--- src/rtl/calc_alu_pkg.sv ---
// Shared constants for the calculator ALU: opcodes, flag bit positions, FSM states.
package calc_alu_pkg;

  localparam logic [2:0] OP_ADD  = 3'b000;
  localparam logic [2:0] OP_SUB  = 3'b001;
  localparam logic [2:0] OP_AND  = 3'b010;
  localparam logic [2:0] OP_OR   = 3'b011;
  localparam logic [2:0] OP_XOR  = 3'b100;
  localparam logic [2:0] OP_MUL  = 3'b101;
  localparam logic [2:0] OP_DIV  = 3'b110;
  localparam logic [2:0] OP_RSVD = 3'b111;

  // Bit positions inside FLAGS; the downstream flags register uses the same map.
  localparam int unsigned FLG_V = 0;
  localparam int unsigned FLG_C = 1;
  localparam int unsigned FLG_N = 2;
  localparam int unsigned FLG_Z = 3;

  typedef enum logic [1:0] {
    IDLE   = 2'b00,
    ITER   = 2'b01,
    FINISH = 2'b10
  } state_e;

endpackage

--- src/rtl/calc_alu_if.sv ---
// Request/response bundle between the calculator sequencer and the ALU.
interface calc_alu_if #(
  parameter int unsigned WIDTH = 8
);

  logic             START;
  logic [2:0]       OP;
  logic [WIDTH-1:0] A;
  logic [WIDTH-1:0] B;
  logic             BUSY;
  logic             DONE;
  logic [WIDTH-1:0] RESULT;
  logic [WIDTH-1:0] RESULT_HI;
  logic             ERR;
  logic [3:0]       FLAGS;
  logic             FLAGS_EN;

  modport master (
    output START, OP, A, B,
    input  BUSY, DONE, RESULT, RESULT_HI, ERR, FLAGS, FLAGS_EN
  );

  modport slave (
    input  START, OP, A, B,
    output BUSY, DONE, RESULT, RESULT_HI, ERR, FLAGS, FLAGS_EN
  );

endinterface

--- src/rtl/calc_muldiv_core.sv ---
// Iterative unsigned multiply (shift-add) / divide (restoring) engine, one step per clock.
module calc_muldiv_core #(
  parameter int unsigned WIDTH = 8
) (
  input  logic             clk_i,
  input  logic             rst_i,
  input  logic             load_i,
  input  logic             is_div_i,
  input  logic [WIDTH-1:0] a_i,
  input  logic [WIDTH-1:0] b_i,
  input  logic             step_i,
  output logic [WIDTH-1:0] lo_o,
  output logic [WIDTH-1:0] hi_o,
  output logic             last_o
);

  localparam int unsigned    CW   = $clog2(WIDTH);
  localparam logic [CW-1:0]  LAST = CW'(WIDTH - 1);

  logic [WIDTH-1:0] hi_q, hi_d;
  logic [WIDTH-1:0] lo_q, lo_d;
  logic [WIDTH-1:0] opnd_q;
  logic             is_div_q;
  logic [CW-1:0]    cnt_q;

  logic [WIDTH:0]   add_w;
  logic [WIDTH:0]   shl_w;
  logic [WIDTH:0]   sub_w;
  logic             qbit;

  // One step of the selected algorithm. MUL: {hi,lo} holds partial product and
  // remaining multiplier bits. DIV: hi holds the partial remainder, lo shifts the
  // dividend out at the top while quotient bits enter at the bottom.
  always_comb begin
    add_w = {1'b0, hi_q};
    shl_w = {hi_q, lo_q[WIDTH-1]};
    sub_w = shl_w - {1'b0, opnd_q};
    qbit  = 1'b0;
    hi_d  = hi_q;
    lo_d  = lo_q;
    if (is_div_q) begin
      qbit = (shl_w >= {1'b0, opnd_q});
      hi_d = qbit ? sub_w[WIDTH-1:0] : shl_w[WIDTH-1:0];
      lo_d = {lo_q[WIDTH-2:0], qbit};
    end else begin
      if (lo_q[0]) begin
        add_w = {1'b0, hi_q} + {1'b0, opnd_q};
      end
      hi_d = add_w[WIDTH:1];
      lo_d = {add_w[0], lo_q[WIDTH-1:1]};
    end
  end

  // Operand load on acceptance, then one algorithm step per enabled clock.
  always_ff @(posedge clk_i or posedge rst_i) begin
    if (rst_i) begin
      hi_q     <= '0;
      lo_q     <= '0;
      opnd_q   <= '0;
      is_div_q <= 1'b0;
      cnt_q    <= '0;
    end else if (load_i) begin
      hi_q     <= '0;
      lo_q     <= a_i;
      opnd_q   <= b_i;
      is_div_q <= is_div_i;
      cnt_q    <= '0;
    end else if (step_i) begin
      hi_q     <= hi_d;
      lo_q     <= lo_d;
      cnt_q    <= cnt_q + 1'b1;
    end
  end

  assign lo_o   = lo_q;
  assign hi_o   = hi_q;
  assign last_o = (cnt_q == LAST);

endmodule

--- src/rtl/calc_alu.sv ---
// Calculator ALU: request FSM, single-cycle arithmetic/logic, flag generation.
module calc_alu
  import calc_alu_pkg::*;
#(
  parameter int unsigned WIDTH = 8
) (
  input  logic     CLK,
  input  logic     RST,
  calc_alu_if.slave bus
);

  state_e state_q, state_d;

  logic [2:0]       op_q;
  logic [WIDTH-1:0] a_q;
  logic [WIDTH-1:0] b_q;

  logic [WIDTH-1:0] result_q, result_d;
  logic [WIDTH-1:0] hi_q, hi_d;
  logic [3:0]       flags_q, flags_d;
  logic             err_q, err_d;
  logic             done_q;

  logic             accept;
  logic             core_load;
  logic             core_step;
  logic             core_last;
  logic [WIDTH-1:0] core_lo;
  logic [WIDTH-1:0] core_hi;

  logic [WIDTH:0]   sum_w;
  logic [WIDTH:0]   diff_w;
  logic             c_c;
  logic             v_c;

  assign accept    = (state_q == IDLE) && bus.START;
  // Divide-by-zero never enters the iterative engine.
  assign core_load = accept && ((bus.OP == OP_MUL) ||
                                ((bus.OP == OP_DIV) && (bus.B != '0)));
  assign core_step = (state_q == ITER);

  calc_muldiv_core #(
    .WIDTH(WIDTH)
  ) u_core (
    .clk_i    (CLK),
    .rst_i    (RST),
    .load_i   (core_load),
    .is_div_i (bus.OP == OP_DIV),
    .a_i      (bus.A),
    .b_i      (bus.B),
    .step_i   (core_step),
    .lo_o     (core_lo),
    .hi_o     (core_hi),
    .last_o   (core_last)
  );

  // State register.
  always_ff @(posedge CLK or posedge RST) begin
    if (RST) begin
      state_q <= IDLE;
    end else begin
      state_q <= state_d;
    end
  end

  // Next-state logic.
  always_comb begin
    state_d = state_q;
    case (state_q)
      IDLE: begin
        if (accept) begin
          state_d = core_load ? ITER : FINISH;
        end
      end
      ITER: begin
        if (core_last) begin
          state_d = FINISH;
        end
      end
      FINISH:  state_d = IDLE;
      default: state_d = IDLE;
    endcase
  end

  // Capture the request so later operand changes cannot disturb it.
  always_ff @(posedge CLK or posedge RST) begin
    if (RST) begin
      op_q <= OP_ADD;
      a_q  <= '0;
      b_q  <= '0;
    end else if (accept) begin
      op_q <= bus.OP;
      a_q  <= bus.A;
      b_q  <= bus.B;
    end
  end

  // Result and flag computation, consumed in FINISH.
  always_comb begin
    sum_w    = {1'b0, a_q} + {1'b0, b_q};
    diff_w   = {1'b0, a_q} - {1'b0, b_q};
    result_d = '0;
    hi_d     = '0;
    err_d    = 1'b0;
    c_c      = 1'b0;
    v_c      = 1'b0;
    case (op_q)
      OP_ADD: begin
        result_d = sum_w[WIDTH-1:0];
        c_c      = sum_w[WIDTH];
        v_c      = (a_q[WIDTH-1] == b_q[WIDTH-1]) &&
                   (sum_w[WIDTH-1] != a_q[WIDTH-1]);
      end
      OP_SUB: begin
        result_d = diff_w[WIDTH-1:0];
        c_c      = diff_w[WIDTH];
        v_c      = (a_q[WIDTH-1] != b_q[WIDTH-1]) &&
                   (diff_w[WIDTH-1] != a_q[WIDTH-1]);
      end
      OP_AND:  result_d = a_q & b_q;
      OP_OR:   result_d = a_q | b_q;
      OP_XOR:  result_d = a_q ^ b_q;
      OP_MUL: begin
        result_d = core_lo;
        hi_d     = core_hi;
        c_c      = (core_hi != '0);
        v_c      = (core_hi != '0);
      end
      OP_DIV: begin
        if (b_q == '0) begin
          result_d = '1;
          hi_d     = a_q;
          err_d    = 1'b1;
        end else begin
          result_d = core_lo;
          hi_d     = core_hi;
        end
      end
      default: err_d = 1'b1;
    endcase

    flags_d        = '0;
    flags_d[FLG_V] = v_c;
    flags_d[FLG_C] = c_c;
    flags_d[FLG_N] = result_d[WIDTH-1];
    flags_d[FLG_Z] = (result_d == '0);
    // Divide-by-zero reports only V regardless of the all-ones result.
    if ((op_q == OP_DIV) && (b_q == '0)) begin
      flags_d        = '0;
      flags_d[FLG_V] = 1'b1;
    end
  end

  // Output registers: load once per operation and pulse DONE/FLAGS_EN.
  always_ff @(posedge CLK or posedge RST) begin
    if (RST) begin
      result_q <= '0;
      hi_q     <= '0;
      flags_q  <= '0;
      err_q    <= 1'b0;
      done_q   <= 1'b0;
    end else begin
      done_q <= (state_q == FINISH);
      if (state_q == FINISH) begin
        result_q <= result_d;
        hi_q     <= hi_d;
        flags_q  <= flags_d;
        err_q    <= err_d;
      end
    end
  end

  assign bus.BUSY      = (state_q != IDLE);
  assign bus.DONE      = done_q;
  assign bus.FLAGS_EN  = done_q;
  assign bus.RESULT    = result_q;
  assign bus.RESULT_HI = hi_q;
  assign bus.FLAGS     = flags_q;
  assign bus.ERR       = err_q;

endmodule

--- src/flat_wrapper.sv ---
// flat-port wrapper written by rule: the top's interface ports become plain ports
module calc_alu_flat import calc_alu_pkg::*;
#(
  parameter int unsigned WIDTH = 8
)
  (CLK, RST, bus_START, bus_OP, bus_A, bus_B, bus_BUSY, bus_DONE, bus_RESULT, bus_RESULT_HI, bus_ERR, bus_FLAGS, bus_FLAGS_EN);
  calc_alu_if #(.WIDTH(WIDTH)) bus_i ();
  input  logic CLK;
  input  logic RST;
  input wire logic [$bits(bus_i.START)-1:0] bus_START;
  input wire logic [$bits(bus_i.OP)-1:0] bus_OP;
  input wire logic [$bits(bus_i.A)-1:0] bus_A;
  input wire logic [$bits(bus_i.B)-1:0] bus_B;
  output wire logic [$bits(bus_i.BUSY)-1:0] bus_BUSY;
  output wire logic [$bits(bus_i.DONE)-1:0] bus_DONE;
  output wire logic [$bits(bus_i.RESULT)-1:0] bus_RESULT;
  output wire logic [$bits(bus_i.RESULT_HI)-1:0] bus_RESULT_HI;
  output wire logic [$bits(bus_i.ERR)-1:0] bus_ERR;
  output wire logic [$bits(bus_i.FLAGS)-1:0] bus_FLAGS;
  output wire logic [$bits(bus_i.FLAGS_EN)-1:0] bus_FLAGS_EN;
  assign bus_i.START = bus_START;
  assign bus_i.OP = bus_OP;
  assign bus_i.A = bus_A;
  assign bus_i.B = bus_B;
  assign bus_BUSY = bus_i.BUSY;
  assign bus_DONE = bus_i.DONE;
  assign bus_RESULT = bus_i.RESULT;
  assign bus_RESULT_HI = bus_i.RESULT_HI;
  assign bus_ERR = bus_i.ERR;
  assign bus_FLAGS = bus_i.FLAGS;
  assign bus_FLAGS_EN = bus_i.FLAGS_EN;
  calc_alu #(.WIDTH(WIDTH)) u_core (.CLK(CLK), .RST(RST), .bus(bus_i));
endmodule
--- config.mk ---
export PLATFORM = sky130hd
export DESIGN_NAME = calc_alu_flat
export DESIGN_NICKNAME = d
export VERILOG_FILES = /design/src/rtl/calc_alu_pkg.sv /design/src/rtl/calc_alu_if.sv /design/src/rtl/calc_muldiv_core.sv /design/src/rtl/calc_alu.sv /design/src/flat_wrapper.sv
export SDC_FILE = /design/constraint.sdc
export NUM_CORES = 1
export LEC_CHECK = 0
export ABC_AREA = 1
export CORE_ASPECT_RATIO = 0.7
export CORE_MARGIN = 3
export CORE_UTILIZATION = 40
export CTS_BUF_LIST = sky130_fd_sc_hd__clkbuf_8
export DETAILED_ROUTE_END_ITERATION = 10
export PLACE_DENSITY_LB_ADDON = 0.12
export RECOVER_POWER = 100
export SETUP_SLACK_MARGIN = 0.05
export SYNTH_ARGS = -nofsm -noshare
export SYNTH_HDL_FRONTEND = slang
export SYNTH_SLANG_ARGS = --single-unit
--- constraint.sdc ---
create_clock -name CLK -period 3.61 [get_ports CLK]
set_input_delay 1.083 -clock CLK [delete_from_list [all_inputs] [get_ports CLK]]
set_output_delay 1.083 -clock CLK [all_outputs]
set_load 0.005 [all_outputs]
==> flow_summary.ini, run 1 <==
[layout]
area_growth_pct = 14.5
antennaDiodeCount = 0
drive_above_1_share_pct = 6.32
multi_input_area_um2 = 2930
ff_latch_area_um2 = 1780
stdcell_count = 921
nets = 822
n_fill_cell = 1278

[synth]
postSynthCellCount = 715
yosysWarnings = 0
async_flop_share_pct = 100
synth_nets = 783
yosysSeqAreaShare_pct = 34.0
yosysUniqueCellTypes = 43
synth_ff_type = dfrtp_1
synth.avg_cell_area_um2 = 7.31
synth_edf_count = 0
ys_ff_latch = 71
syn_area_um2 = 5230

[hold_path]
hold_depth = 2
min_path_type = register to register

[global_routing]
grt_max_degree = 72
grt_use_met2_pct = 30.1
grt-busiest-layer = met1
use_met1_pct = 39.1
met3_usage_pct = 5.38
antenna_found_initial = 0
grt_pass1_vias = 4755
track_usage_pct = 23.4
overflow = 0
grt_pass1_wl_mm = 26.3

[timing]
finalHoldViolCount = 0
clock-skew-final_ns = 0.00780
worstMarginPinSlew_ns = 1.78
maxSlewViolCount = 72
fmaxAchievable_mhz = 333
finalSetupViolations = 0
rsz0062_at_grt = false
min_period_over_period_pct = 83.2
finalSetupTns_ns = 0
period_needed_ns = 3.00
slew_headroom_pct = -18.7

[setup_path]
crit_type = input port to register
cp-start-kind = input port
path_max_fanout = 11
critPathMaxStageDelay_ns = 0.59
crit_required_ns = 3.88
path_cells = dlygate4sd3_1 -> inv_1 -> nand4_1 -> o21ai_0 -> nand2_2 -> nor2_1 -> inv_2 -> o221ai_1
arrival_ns = 3.28
crit_family = buffers and inverters
reg2reg_slack_ns = 1.08
cp.depth = 8
crit_slowest_cell = dlygate4sd3_1
rr_worst_depth = 11
path_buf_inv = 3
cp-end-kind = register

[placed_design]
io_buffers = 45
dp.cells = 905
gp_congestion = 0.925
dp_hpwl_mm = 13.0

[route]
via_per_inst = 5.46
initialDrtViolationCount = 496
drt_wl_total_mm = 16.4
ant_nets = 0
wl_per_cell_um = 17.8
drtPass1Iterations = 5
dr_total_vias = 5025
post-route-drc-count = 0

[die]
io_pins = 46
core-area_um2 = 12600
die_h_um = 102
dieArea_um2 = 14500
initial_core_util_pct = 41.5
rows = 34
die_x_um = 143

[clock_network]
clk_latency_ns = 0.36
cts_buffers = 9
cts_resized = 0
cts_tree = yes
cts_setup_buffers = 0
numClockSinks = 71
root_buffer = clkbuf_8
cts_hold_buf = 0
htree_levels = 3
clkTransAtPathRegs_ns = 0.09
clockBufferDepth = 2

[power_and_ir_drop]
combinationalPowerShare_pct = 62.3
internal-power_mw = 2.82
pwr_density_cell_nw_per_um2 = 1010
sw_frac_of_total_pct = 53.3
peakVddDrop_uv = 329
power_switching_mw = 3.22
p_leak_nw = 3.01
p_total_mw = 6.03
seqPwrFrac_pct = 26.9
clock_power_share_pct = 10.8

[outcome]
status = finished with violations
violations = capacitance limit, slew limit

[run]
cap_violations = 1
## layer usage
layer	wire (µm)	part of all wire [%]
met4	123	0.75
met5	0	0
met2	6120	37
met3	1430	8.7
met1	8730	53
## worst min-delay path: cells and delay by family (launching register included)
family           cells  cell delay, ns
DFF                  1            0.35
and+or+nand+nor      2            0.10
## final cells by class
type,count,share of cell area (%)
inverters,105,6.63
multi-input cells,517,49.0
repair buffers,50,7.99
clock inverters,7,1.23
flip-flops and latches,71,29.7
clock buffers,9,2.07
well taps,162,3.39
## state kept, by name (all words and copies together), names as in the netlist
| signal | count |
|---|---|
| u_core.op_q | 3 |
| u_core.u_core.opnd_q | 8 |
| u_core.b_q | 8 |
| u_core.bus.DONE | 1 |
| u_core.a_q | 8 |
| u_core.u_core.lo_o | 8 |
| u_core.u_core.is_div_q | 1 |
| u_core.bus.RESULT_HI | 8 |
| u_core.bus.FLAGS | 4 |
| u_core.state_q | 2 |
| u_core.u_core.cnt_q | 3 |
| u_core.u_core.hi_o | 8 |
| u_core.bus.RESULT | 8 |
| u_core.bus.ERR | 1 |
## final timing paths
kind | startpoint | to
max | bus_B[4] | u_core.u_core.lo_o[5]
min | u_core.bus.RESULT[3] | u_core.bus.RESULT[3]
max reg2reg | u_core.b_q[2] | u_core.bus.FLAGS[2]
min reg2reg | u_core.bus.RESULT[3] | u_core.bus.RESULT[3]
max in group asynchronous | RST | u_core.bus.RESULT_HI[4]
min in group asynchronous | RST | u_core.a_q[5]
## stage by stage
step | instance area, µm² | utilization (%) | worst slack, ns | hold WS (ns)
final | 5980 | 47.5 | 0.606 | 0.486
after detailed placement | 5810 | 46.2 | 0.609 | 0.464
after global routing | 5980 | 47.5 | 0.367 | 0.510
after CTS | 6010 | 47.7 | 0.960 | 0.495
after global placement | 5810 | 46.2 | 0.727 | 0.465
after floorplan | 5230 | - | 0.730 | 0.458
## power groups by stage
stage | Clock [mW] | Combinational, mW | Sequential (mW)
6_report | 0.653 | 3.76 | 1.62
5_1_grt | 0.697 | 4.23 | 1.68
4_1_cts | 0.663 | 3.78 | 1.62
3_5_place_dp | 0 | 3.76 | 1.62
3_3_place_gp | 0 | 3.71 | 1.63
2_1_floorplan | 0 | 2.74 | 1.41
## cells in the mapped netlist, types with 4 or more instances
master | number | area share (%)
nand2_1 | 178 | 13
inv_1 | 90 | 6.5
dfrtp_1 | 71 | 34
o21ai_0 | 54 | 5.2
a21oi_1 | 47 | 4.5
nand3_1 | 45 | 4.3
ha_1 | 42 | 10
nor2_1 | 38 | 2.7
nand4_1 | 15 | 1.8
inv_2 | 11 | 0.79
o211ai_1 | 11 | 1.6
o21ai_1 | 10 | 0.96
a22o_1 | 9 | 1.5
a31oi_1 | 9 | 1.1
clkbuf_1 | 9 | 0.65
o221ai_1 | 8 | 1.3
buf_2 | 7 | 0.67
nor2_2 | 6 | 0.72
nand2_2 | 5 | 0.60
nor3_1 | 5 | 0.48
xor2_1 | 5 | 0.84
buf_4 | 4 | 0.57
fa_1 | 4 | 1.5
o22ai_1 | 4 | 0.48
## cell families (layout without fill, tap and decap cells)
kind of cell	Yosys count	count (layout)	share of synthesized area, %
flip-flops	71	71	34.0
XOR/XNOR	6	6	1.01
AND/OR/NAND/NOR	308	308	26.3
adder cells (fa/ha/maj)	46	46	11.6
buffers and inverters	127	171	9.77
AO/OA/AOI/OAI	157	157	17.4
## placed cells by master, fill, tap and decap left out, types with 4 or more instances in the layout
cell,n
a21oi_1,47
a22o_1,9
a31oi_1,9
clkbuf_8,9
clkdlybuf4s50_1,18
clkinv_1,4
dfrtp_1,71
dlygate4sd3_1,27
fa_1,4
ha_1,42
inv_1,92
inv_2,9
nand2_1,178
nand2_2,5
nand3_1,45
nand4_1,15
nor2_1,40
nor2_2,4
nor3_1,5
o211ai_1,11
o21ai_0,56
o21ai_1,8
o221ai_1,8
o22ai_1,4
xor2_1,5
Power figures use the tool's default switching activity.
==> inputs of run 2 (changes only) <==
==> constraint.sdc (replaced) <==
create_clock -name CLK -period 2.7 [get_ports CLK]
set_input_delay 0.81 -clock CLK [delete_from_list [all_inputs] [get_ports CLK]]
set_output_delay 0.81 -clock CLK [all_outputs]
set_load 0.005 [all_outputs]
==> run 2 against run 1 <==
Effect of this change:
- the run now ends clean
- clock skew shrank 0.0024 ns
- register-to-register slack lost 0.81 ns
- non-clock buffer count grew 11
- critical path depth grew 1
- critical endpoint is now u_core.u_core.opnd_q[6]
- highest routed layer unchanged
==> flow_summary.ini, run 2 (synthesized netlist as in run 1, its figures left out) <==
[clock_network]
cts_hold_buf = 0
clockBufferDepth = 2
cts_tree = yes
root_buffer = clkbuf_8
cts_resized = 0
clk_latency_ns = 0.37
clkTransAtPathRegs_ns = 0.08
numClockSinks = 71
htree_levels = 3
cts_setup_buffers = 0
cts_buffers = 9

[layout]
area_growth_pct = 16.4
final_common_cell = nand2_1
stdcell_area_um2 = 6080
n_fill_cell = 1283
drive_above_1_share_pct = 7.40
antennaDiodeCount = 0
nets = 833
layout_common_cells = nand2_1 (178), inv_1 (92), dfrtp_1 (71), o21ai_0 (56), a21oi_1 (47)

[run]
cap_violations = 0

[setup_path]
crit_required_ns = 2.97
rr_worst_depth = 11
crit_family = buffers and inverters
path_buf_inv = 3
arrival_ns = 2.78
path_max_fanout = 8
crit_slowest_cell = dlygate4sd3_1
crit_type = input port to register
cp_common_cell = nand2_1
regToRegStartpoint = u_core.a_q[2]
timing.rr.end = u_core.bus.FLAGS[2]
path_cells = dlygate4sd3_1 -> nand2_1 -> nor3_1 -> clkbuf_4 -> o21ai_1 -> nand2_2 -> clkbuf_1 -> nand2_1 -> o21ai_0
reg2reg_slack_ns = 0.27
cp-start-kind = input port
cp-end-kind = register
critPathMaxStageDelay_ns = 0.57

[die]
initial_core_util_pct = 41.5
core-area_um2 = 12600
dieArea_um2 = 14500
io_pins = 46
die_h_um = 102
rows = 34
die_x_um = 143

[global_routing]
grt_pass1_wl_mm = 27.0
grt_max_degree = 72
grt_pass1_vias = 4871
antenna_found_initial = 0
overflow = 0
track_usage_pct = 24.0

[timing]
fmaxAchievable_mhz = 399
min_period_over_period_pct = 92.8
finalSetupTns_ns = 0
period_needed_ns = 2.51
rsz0062_at_grt = false
worstMarginPinSlew_ns = 1.02
maxSlewViolCount = 0
finalSetupViolations = 0
slew_headroom_pct = 32.3
clock-skew-final_ns = 0.00542
finalHoldViolCount = 0

[route]
drt_wl_total_mm = 16.8
dr_total_vias = 5162
via_per_inst = 5.54
wl_per_cell_um = 18.0
drtPass1Iterations = 6
post-route-drc-count = 0
ant_nets = 0
initialDrtViolationCount = 629

[hold_path]
hp-start = u_core.bus.FLAGS[1]
min_path_type = register to register
hold_depth = 2
hold_end = u_core.bus.FLAGS[1]

[placed_design]
gp_congestion = 0.947
dp_hpwl_mm = 13.0
placed_area_um2 = 5910
io_buffers = 45

[outcome]
status = finished, final reports clean

[power_and_ir_drop]
peakVddDrop_uv = 505
p_leak_nw = 3.07
pwr_density_cell_nw_per_um2 = 1350
## run 2: changes by cell type in the layout (fill, tap and decap cells not counted), sizes merged
| cell | change |
|---|---|
| buf | +6 |
| clkbuf | +6 |
| clkdlybuf4s50 | +1 |
| clkinv | +2 |
| clkinvlp | -2 |
| dlygate4sd3 | -1 |
| inv | -1 |
## run 2: layout make-up
class / count / area, µm² / share of cell area [%]
Clock buffer: 10 / 138 / 2.26
Sequential cell: 71 / 1780 / 29.2
Multi-Input combinational cell: 517 / 2940 / 48.3
Tap cell: 162 / 203 / 3.33
Timing Repair Buffer: 61 / 562 / 9.24
Inverter: 105 / 397 / 6.52
Clock inverter: 6 / 68.8 / 1.13
## run 2: worst min-delay path, cell delays in order, from the launching register on
cell and delay (ns):
dfrtp_1 0.35, nand2_1 0.05, nand2_1 0.05
## run 2: worst max-delay path by stage
| stage | start | to | slack [ns] | cells after the start |
|---|---|---|---|---|
| 3_5_place_dp | bus_B[7] | u_core.u_core.lo_o[7] | 0.002 | 8 |
| 4_1_cts | u_core.b_q[0] | u_core.bus.FLAGS[3] | 0.34 | 11 |
| 3_3_place_gp | bus_B[7] | u_core.u_core.lo_o[4] | 0.09 | 8 |
| 2_1_floorplan | RST | u_core.a_q[0] | 0.09 | 1 |
| 5_1_grt | bus_START | u_core.u_core.lo_o[4] | 0.09 | 9 |
| 6_report | bus_START | u_core.u_core.opnd_q[6] | 0.19 | 9 |
## run 2: stage by stage
step | util, % | hold slack (ns) | setup slack (ns) | std cells | power (mW)
floorplan | - | 0.458 | 0.0934 | 715 | 5.55
CTS | 48.6 | 0.492 | 0.342 | 932 | 8.20
finish | 48.3 | 0.483 | 0.194 | 932 | 8.19
global route | 48.3 | 0.523 | 0.0908 | 932 | 8.97
detailed placement | 46.9 | 0.469 | 0.00177 | 916 | 7.24
global placement | 46.9 | 0.468 | 0.0894 | 916 | 7.17
## run 2: routing by layer
metal | routed length, µm | vias up | global-route usage [%] | share of wire, %
li1 | - | 2466 | - | -
met1 | 8670 | 2447 | 40.3 | 52
met2 | 6310 | 231 | 30.9 | 38
met3 | 1600 | 18 | 4.20 | 9.5
met4 | 204 | 0 | 5.55 | 1.2
met5 | 0 | - | 0 | 0
## run 2: report_power, final
group	total (mW)	switching (mW)	leakage (nW)	internal, mW
clock	0.926	0.469	0.103	0.457
sequential	2.09	0.539	0.895	1.55
combinational	5.18	3.34	2.07	1.84
total	8.19	4.34	3.07	3.85
==> inputs of run 3 (changes only) <==
--- a/config.mk
+++ b/config.mk
@@ -11,6 +11,7 @@
 export CORE_UTILIZATION = 40
 export CTS_BUF_LIST = sky130_fd_sc_hd__clkbuf_8
 export DETAILED_ROUTE_END_ITERATION = 10
+export GPL_ROUTABILITY_DRIVEN = 0
 export PLACE_DENSITY_LB_ADDON = 0.12
 export RECOVER_POWER = 100
 export SETUP_SLACK_MARGIN = 0.05
==> run 3 against run 2 <==
Effect of this change:
- non-clock buffer count fell by 3
- sequential power is 2% higher
- cell count shrank 0.21%
==> flow_summary.ini, run 3 (synthesized netlist as in run 1, its figures left out) <==
[timing]
fmaxAchievable_mhz = 402
maxSlewViolCount = 0
rsz0062_at_grt = false
period_needed_ns = 2.48
clock-skew-final_ns = 0.0120
finalSetupViolations = 0
worstMarginPinSlew_ns = 0.998
finalSetupTns_ns = 0
slew_headroom_pct = 33.4
setup_ws_ns = 0.215
finalHoldViolCount = 0
min_period_over_period_pct = 92.0

[hold_path]
hp-start = u_core.bus.RESULT[4]
min_path_type = register to register

[route]
via_per_inst = 5.55
drtPass1Iterations = 6
dr_total_vias = 5162
post-route-drc-count = 0
initialDrtViolationCount = 547
ant_nets = 0
wl_per_cell_um = 17.8
drt_wl_total_mm = 16.5

[layout]
nets = 830
stdcell_area_um2 = 6070
area_growth_pct = 16.1
layout_common_cells = nand2_1 (179), inv_1 (92), dfrtp_1 (70), o21ai_0 (59), a21oi_1 (47)
final_common_cell = nand2_1
drive_above_1_share_pct = 7.30

[power_and_ir_drop]
pwr_density_cell_nw_per_um2 = 1360
p_leak_nw = 3.05
peakVddDrop_uv = 433

[setup_path]
cp-startpoint = bus_START
cp-start-kind = input port
path_cells = dlygate4sd3_1 -> nand2_1 -> nor3_1 -> clkbuf_4 -> o21ai_0 -> nand2_2 -> nor2_2 -> inv_1 -> o221ai_1
crit_slowest_cell = dlygate4sd3_1
critPathMaxStageDelay_ns = 0.56
arrival_ns = 2.76
cp-end-kind = register
crit_required_ns = 2.97
path_max_fanout = 9
crit_type = input port to register
regToRegStartpoint = u_core.b_q[0]

[die]
core-area_um2 = 12600
rows = 34
initial_core_util_pct = 41.5
die_x_um = 143
die_h_um = 102
io_pins = 46
dieArea_um2 = 14500

[global_routing]
grt_max_degree = 72
antenna_found_initial = 0
grt_pass1_vias = 4867
track_usage_pct = 23.7
overflow = 0
grt_pass1_wl_mm = 26.6

[placed_design]
dp_hpwl_mm = 13.0
post-place-ws_ns = 0.0936
io_buffers = 45
placed_area_um2 = 5870

[clock_network]
cts_buffers = 9
htree_levels = 3
root_buffer = clkbuf_8
clkTransAtPathRegs_ns = 0.08
cts_tree = yes
clk_latency_ns = 0.36
cts_hold_buf = 0
numClockSinks = 71
clockBufferDepth = 2

[outcome]
status = finished, final reports clean

[run]
cap_violations = 0
==> run 3: changes by cell type in the layout (fill, tap and decap cells not counted), sizes merged <==
| cell | delta |
|---|---|
| diode | +1 |
| buf | -3 |
| bufinv | +1 |
| clkinvlp | +1 |
| clkinv | -2 |
==> run 3: metrics by stage <==
step	utilization, %	hold slack (ns)	total power, mW	instances
floorplan	-	0.458	5.55	715
global placement	46.7	0.468	7.17	913
detailed placement	46.7	0.466	7.24	913
CTS	48.5	0.493	8.29	929
global route	48.2	0.502	9.06	929
finish	48.2	0.484	8.26	930
==> run 3: final timing paths <==
check / to / slack [ns] / cells after the start
setup / recovery: u_core.u_core.lo_o[3] / 0.22 / 9
hold / removal: u_core.bus.RESULT[4] / 0.48 / 2
setup reg to reg: u_core.bus.FLAGS[3] / 0.29 / 11
hold reg to reg: u_core.bus.RESULT[4] / 0.48 / 2
max in group asynchronous: u_core.b_q[0] / 0.81 / 3
min in group asynchronous: u_core.b_q[6] / 1.22 / 3
==> run 3: metal layers <==
| layer | GRT usage (%) | part of all wire, % | vias up |
|---|---|---|---|
| met5 | 0 | 0 | - |
| met4 | 4.53 | 0.77 | 0 |
| met3 | 5.99 | 11 | 13 |
| met2 | 30.4 | 37 | 242 |
| met1 | 39.1 | 50 | 2445 |
| li1 | - | - | 2462 |
==> run 3: layout make-up <==
cell class | count | area, µm²
well taps | 162 | 203
clock buffers | 10 | 138
flip-flops and latches | 71 | 1780
repair buffers | 58 | 532
multi-input cells | 517 | 2930
inverters | 105 | 397
diodes | 1 | 2.50
fillers | 1257 | 6530
clock inverters | 6 | 92.6
==> run 3: report_power, final <==
part	internal, mW	switching (mW)	leakage [nW]
clock	0.550	0.460	0.109
sequential	1.55	0.581	0.894
combinational	1.83	3.29	2.05
total	3.93	4.33	3.05
==> run 3: timing repair <==
| item | CTS | global route |
|---|---|---|
| hold endpoints to repair | 0 | 0 |
| setup endpoints to repair | 0 | 1 |
| resized for setup | 0 | 1 |
| buffers inserted | 0 | 0 |
==> run 3: critical path, delay by kind of cell <==
kind | cells | cell delay (ns)
buf+inv | 3 | 0.95
compound gates | 2 | 0.35
simple gates | 4 | 0.64
